===== config.mk =====
export PLATFORM = sky130hd
export DESIGN_NAME = l1_dm_cache
export DESIGN_NICKNAME = d
export VERILOG_FILES = /design/src/rtl/l1_dm_cache_pkg.sv /design/src/rtl/l1_dm_cache_array.sv /design/src/rtl/l1_dm_cache.sv
export SDC_FILE = /design/constraint.sdc
export NUM_CORES = 2
export LEC_CHECK = 0
export ABC_CLOCK_PERIOD_IN_PS = 17600
export BUFFER_PORTS_ARGS = -buffer_cell sky130_fd_sc_hd__buf_2
export CORE_MARGIN = 1
export CORE_UTILIZATION = 45
export DETAILED_ROUTE_END_ITERATION = 16
export SLEW_MARGIN = 30
export SYNTH_ARGS = -nofsm -noshare
export SYNTH_HDL_FRONTEND = slang
export SYNTH_MEMORY_MAX_BITS = 65536
export SYNTH_SLANG_ARGS = --single-unit

===== constraint.sdc =====
create_clock -name clk -period 17.6 [get_ports clk]
set_clock_uncertainty 0.2 [all_clocks]
set_input_delay 0.88 -clock clk [delete_from_list [all_inputs] [get_ports clk]]
set_output_delay 0.88 -clock clk [all_outputs]
set_load 0.03 [all_outputs]

===== src/rtl/l1_dm_cache_pkg.sv =====
// cache_types: shared constants, width helpers and FSM state type for l1_dm_cache
package cache_types;
    localparam int S_OFFSET  = 5;
    localparam int LINE_BITS = 256;

    function automatic int tag_bits(input int s_index);
        return 32 - s_index - S_OFFSET;
    endfunction

    function automatic int index_bits(input int s_index);
        return s_index;
    endfunction

    typedef enum logic [1:0] {IDLE, WRITEBACK, FILL} cache_state_t;
endpackage


===== src/rtl/l1_dm_cache_array.sv =====
// cache_array: NUM_SETS x WIDTH storage, async read, sync write on load, sync clear on clr
//   clk, clr (clears every entry), load (writes din at idx), idx, din, dout (entry at idx)
module cache_array #(
    parameter int WIDTH   = 1,
    parameter int S_INDEX = 4
) (
    input  logic               clk,
    input  logic               clr,
    input  logic               load,
    input  logic [S_INDEX-1:0] idx,
    input  logic [WIDTH-1:0]   din,
    output logic [WIDTH-1:0]   dout
);
    localparam int NUM_SETS = 2 ** S_INDEX;

    logic [WIDTH-1:0] mem [NUM_SETS];

    always_ff @(posedge clk) begin
        if (clr)
            for (int i = 0; i < NUM_SETS; i++) mem[i] <= '0;
        else if (load)
            mem[idx] <= din;
    end

    assign dout = mem[idx];
endmodule


===== src/rtl/l1_dm_cache.sv =====
// l1_dm_cache: direct-mapped write-back write-allocate L1 cache
//   CPU side : mem_address/read/write/wdata/byte_enable in, mem_rdata/mem_resp out
//   pmem side: pmem_address/read/write/wdata out, pmem_rdata/pmem_resp in (256-bit lines)
module l1_dm_cache
    import cache_types::*;
#(
    parameter int S_INDEX = 4
) (
    input  logic                 clk,
    input  logic                 rst,
    input  logic [31:0]          mem_address,
    input  logic                 mem_read,
    input  logic                 mem_write,
    input  logic [31:0]          mem_wdata,
    input  logic [3:0]           mem_byte_enable,
    output logic [31:0]          mem_rdata,
    output logic                 mem_resp,
    output logic [31:0]          pmem_address,
    output logic                 pmem_read,
    output logic                 pmem_write,
    output logic [LINE_BITS-1:0] pmem_wdata,
    input  logic [LINE_BITS-1:0] pmem_rdata,
    input  logic                 pmem_resp
);
    localparam int TAG_W = tag_bits(S_INDEX);
    localparam int IDX_W = index_bits(S_INDEX);

    cache_state_t         state, next_state;
    logic [TAG_W-1:0]     req_tag, tag_q;
    logic [IDX_W-1:0]     index;
    logic [2:0]           word;
    logic [LINE_BITS-1:0] line_q, line_d, merged;
    logic                 valid_q, dirty_q, valid_d, dirty_d, hit, req;
    logic                 data_ld, tag_ld, valid_ld, dirty_ld;
    logic                 unused_addr;

    assign req_tag     = mem_address[31:S_OFFSET+IDX_W];
    assign index       = mem_address[S_OFFSET+IDX_W-1:S_OFFSET];
    assign word        = mem_address[4:2];
    assign unused_addr = ^mem_address[1:0];
    assign req         = mem_read | mem_write;
    assign hit         = valid_q && (tag_q == req_tag);

    cache_array #(.WIDTH(LINE_BITS), .S_INDEX(S_INDEX)) u_data (
        .clk(clk), .clr(1'b0), .load(data_ld), .idx(index), .din(line_d), .dout(line_q));
    cache_array #(.WIDTH(TAG_W), .S_INDEX(S_INDEX)) u_tag (
        .clk(clk), .clr(1'b0), .load(tag_ld), .idx(index), .din(req_tag), .dout(tag_q));
    cache_array #(.WIDTH(1), .S_INDEX(S_INDEX)) u_valid (
        .clk(clk), .clr(rst), .load(valid_ld), .idx(index), .din(valid_d), .dout(valid_q));
    cache_array #(.WIDTH(1), .S_INDEX(S_INDEX)) u_dirty (
        .clk(clk), .clr(rst), .load(dirty_ld), .idx(index), .din(dirty_d), .dout(dirty_q));

    // Lay the enabled bytes of the CPU word over the resident line
    always_comb begin
        merged = line_q;
        for (int b = 0; b < 4; b++)
            if (mem_byte_enable[b]) merged[{word, 2'(b), 3'b000} +: 8] = mem_wdata[8*b +: 8];
    end

    always_ff @(posedge clk) begin
        if (rst) state <= IDLE;
        else     state <= next_state;
    end

    always_comb begin
        next_state   = state;
        mem_resp     = 1'b0;
        mem_rdata    = '0;
        pmem_read    = 1'b0;
        pmem_write   = 1'b0;
        pmem_address = '0;
        pmem_wdata   = '0;
        data_ld      = 1'b0;
        line_d       = merged;
        tag_ld       = 1'b0;
        valid_ld     = 1'b0;
        valid_d      = 1'b0;
        dirty_ld     = 1'b0;
        dirty_d      = 1'b0;
        case (state)
            IDLE: if (req) begin
                if (hit) begin
                    mem_resp  = 1'b1;
                    mem_rdata = mem_write ? '0 : line_q[{word, 5'b00000} +: 32];
                    data_ld   = mem_write;
                    dirty_ld  = mem_write;
                    dirty_d   = 1'b1;
                end else begin
                    next_state = (valid_q && dirty_q) ? WRITEBACK : FILL;
                end
            end
            WRITEBACK: begin
                pmem_write   = 1'b1;
                pmem_address = {tag_q, index, 5'b00000};
                pmem_wdata   = line_q;
                if (pmem_resp) begin
                    dirty_ld   = 1'b1;
                    next_state = FILL;
                end
            end
            FILL: begin
                pmem_read    = 1'b1;
                pmem_address = {req_tag, index, 5'b00000};
                if (pmem_resp) begin
                    data_ld    = 1'b1;
                    line_d     = pmem_rdata;
                    tag_ld     = 1'b1;
                    valid_ld   = 1'b1;
                    valid_d    = 1'b1;
                    dirty_ld   = 1'b1;
                    next_state = IDLE;
                end
            end
            default: next_state = IDLE;
        endcase
    end
endmodule

==> impl.org <==
** Global route
- Vias in the first global route :: 93,000
- Global router's overall resource usage :: 0.284
- Global-route wire length before repair :: 787,000 µm
- Entering global routing, the biggest net connects 99 pins.
- Initial antenna violation count :: around 100
- Overflow after GRT :: 0

** Layout
- Post-layout net count :: around 9,600
- Layout overhead on the synthesized area :: 14.0%
- Proportion of layout cells with a drive suffix above 1 :: 0.327
- Post-layout instance count excluding filler cells :: between 10,000 and 15,000
- Post-Route Utilization :: 0.515

** STA
- Of the available clock period, the critical path in the final layout requires 0.504.
- Slew at the pin closest to its max-slew limit :: between 1000 and 1500 ps
- Final-report max-slew violation count :: 0
- Final-layout worst hold slack :: about 88 ps
- Fmax :: about 110 MHz
- Remaining max-slew budget at the tightest pin :: 0.257
- RSZ-0062 raised after global routing :: false
- Aggregate negative setup slack :: 0 ps
- Period minus WS final :: 8880 ps
- Setup violations remaining at the end of the flow were counted as 0.
- Endpoints failing hold :: 0

** Clock tree
- After clock tree synthesis, the clock-pin slew on the worst setup and hold paths is about 60 ps.
- TritonCTS built the clock tree.
- TritonCTS buffer count :: approximately 460
- The longest clock path from root to sink contains 4 buffers.
- Clock root cell :: clkbuf_16
- # Post-CTS Setup Buffers :: 0
- The H-tree was split into 5 levels.
- Hold buffer count at CTS :: 0
- Post-CTS sizing :: 0
- Clock latency reported for the late side of the worst-skew pair :: roughly 1000 ps
- The clock net in this run drives a total of between 4,000 and 5,000 sinks.

** Die
- Floorplan die height :: between 600 and 700 µm
- Core area :: 399,000 µm²
- The initialized floorplan defines between 200 and 250 standard-cell rows.
- For this configuration, the core starts out at a cell density of 0.452.
- Die Width :: roughly 630 µm
- Num ports :: between 600 and 700
- The die covers 403,000 µm².

** Setup path
- Start-to-end type of the worst setup path :: input port to output pin
- By instance count, the cell type seen most on the critical path is buf_4.
- Maximum fanout along the worst path :: 76
- Worst path arrival time :: between 7000 and 8000 ps
- Worst EP required :: ~17,000 ps
- For this design, the slowest cell found on the critical path is buf_4.
- Count of buffering cells on the critical path with inverters included :: 7
- Cell class contributing the biggest share of worst-path delay :: buffers and inverters
- Critical path cell sequence :: buf_8 > buf_4 > buf_4 > buf_4 > buf_6 > buf_4 > mux4_2 > mux4_2 > mux4_2 > nand2_1 > a21oi_1 > buf_2
- In this design, the stage delay of the slowest critical-path cell is about 830 ps.
- Startpoint type of the worst setup path :: input port
- The worst setup path is captured at an output pin.

** Route
- Met2 Wirelength :: about 270,000 µm
- Post-route antenna net violation count :: 0
- The highest layer touched by signal routing is met5.
- Summing over every cut layer, the via total after detailed routing is ~96,000.
- Wires add up to around 580,000 µm.
- After detailed routing, the number of remaining DRC violations is 0.
- Via density :: 6.38
- After detailed routing, the average wire length per cell comes to between 30 and 40 µm.
- WL met3 :: 55,300 µm
- Number of DRC markers in iteration 0 :: 13,400
- The detailed router put a total of roughly 220,000 µm of wire on met1.
- Detailed-router iteration count before antenna repair :: 9

** Power
- The analysis attributes to net switching a power of approximately 5.6 mW.
- Summed over all cells, the static leakage comes to 65.7 nW.
- The worst-case IR drop observed on VDD is 0.108 mV.
- Of the total power, the share spent switching nets is 0.238.
- The share of total power dissipated in combinational logic is 0.089.
- Clock network fraction of design power :: 0.391
- PD cells :: roughly 120 nW/µm²
- Cell internal pwr :: 18.1 mW
- The share of total power dissipated in sequential elements is 0.519.

** Run status
- The flow ran to the end, and the final reports show no timing, DRC or antenna violations.

** Synthesis
- The share of synthesized area in the top cell type comes to 0.749.
- Register bit count reported by yosys :: approximately 4,500
- In the synthesized netlist the dominant register cell turns out to be edfxtp_1.
- The most common cell in the synthesized netlist is edfxtp_1.
- Number of instances in the synthesized netlist :: 8,395
- Count of flip-flops with a built-in enable after synthesis :: ~4,500
- The netlist uses between 60 and 70 different library cells.
- By area the synthesized netlist is led by edfxtp_1 75%, mux4_2 18%, nand2_1 0.92%, and2_1 0.92%, mux2i_1 0.86%.
- A synthesized cell averages approximately 21 µm².
- Of the synthesized area, sequential elements account for 0.749.
- The synthesized netlist occupies a cell area of 180,000 µm².
- In the synthesized netlist the async set-or-reset flop fraction comes to 0.
- Yosys synthesis warning count :: 0
- Most frequent cells after synthesis :: 4,496 x edfxtp_1, 1,420 x mux4_2, 443 x nand2_1, 317 x nor2_1, 279 x clkbuf_1
- Cell type with the highest aggregate area in the netlist :: edfxtp_1

** Run
- Maximum Capacitance Violations :: 0

** Placed design
- Number of instances in the placed design :: about 14,000
- Summed over all nets, the half-perimeter wirelength after detailed placement is between 300,000 and 400,000 µm.
- Routability-driven placement finished with a final weighted congestion of between 0.9 and 1.
- During placement, the flow inserted port buffers numbering between 600 and 700.

** Hold path
- The worst hold path belongs to the class input port to register.
[layer usage]
metal | track usage | vias to the layer above
li1 | - | 37100
met4 | 0.162 | 52
met1 | 0.377 | 51800
met2 | 0.438 | 5666
met5 | 0.00251 | -
met3 | 0.0589 | 1175
[through the flow]
step	power, mW	instance area [µm²]	worst slack, ps
floorplan	13.7	180000	1920
finish	23.7	205000	8720
detailed placement	14.6	191000	7990
global placement	14.5	191000	7270
CTS	23.8	205000	8450
global route	24.3	205000	8570
[state kept, by name (all words and copies together) (netlist names)]
register / count
u_dirty.mem: 16
u_data.mem: 4096
state: 2
u_tag.mem: 368
u_valid.mem: 16
[power groups by stage]
stage          clock [mW]  sequential (mW)  combinational [mW]
5_1_grt              9.75             12.3                2.21
6_report             9.28             12.3                2.12
3_3_place_gp            0             12.5                1.99
4_1_cts              9.38             12.3                2.08
2_1_floorplan           0             12.6                1.12
3_5_place_dp            0             12.5                2.08
[placed cells by master (no fill, tap or decap), types with 20 or more instances in the layout]
master and instances:
a22oi_1 25, clkinv_2 82, nand2_1 442, nor2_1 284
nand3_1 38, buf_12 21, nor2_2 32, and2_1 264
buf_4 283, edfxtp_1 4496, o21ai_1 49, o21ai_0 103
clkbuf_1 112, a221oi_1 52, xnor2_1 20, nor2b_1 26
mux2i_1 155, mux4_2 1420, o21ai_2 65, buf_2 640
bufinv_16 27, clkbuf_16 456, clkinv_1 120, diode_2 44
a21oi_1 183
[cell families after synthesis]
group / Yosys count / share of synthesized area
DFF: 4498 / 0.749
muxes: 1580 / 0.186
and+or+nand+nor: 1163 / 0.0299
AOI/OAI and AO/OA: 578 / 0.0193
buffers and inverters: 534 / 0.0129
xor gates and xnor gates: 31 / 0.00151
adders and majority gates: 10 / 0.000694
other: 1 / 0.0000208
[path summary, 6_finish.rpt]
kind,from,to,slack [ps],cells after the start
setup / recovery,mem_address[6],mem_rdata[7],8720,12
hold / removal,mem_address[27],u_tag.mem[1][18],90,1
hold reg to reg,state[1],state[1],450,2
setup reg to reg,u_tag.mem[2][7],u_data.mem[10][32],10710,14
[final cells by class]
type / instances / area (µm²)
Fill cell: 31500 / 193000
Clock buffer: 568 / 11800
Antenna cell: 44 / 110
Tap cell: 5265 / 6590
Multi-Input combinational cell: 3367 / 43400
Clock inverter: 264 / 2320
Inverter: 21 / 83.8
Sequential cell: 4498 / 135000
Timing Repair Buffer: 963 / 6060
[worst register-to-register path: cells and delay by family, from the launching register on]
kind / cells / cell delay (ps)
AO/OA/AOI/OAI: 4 / 1470
buffers and inverters: 5 / 3110
flip-flops: 1 / 350
multiplexers: 1 / 70
AND/OR/NAND/NOR: 4 / 1220
(Power assumes the default switching activity.)
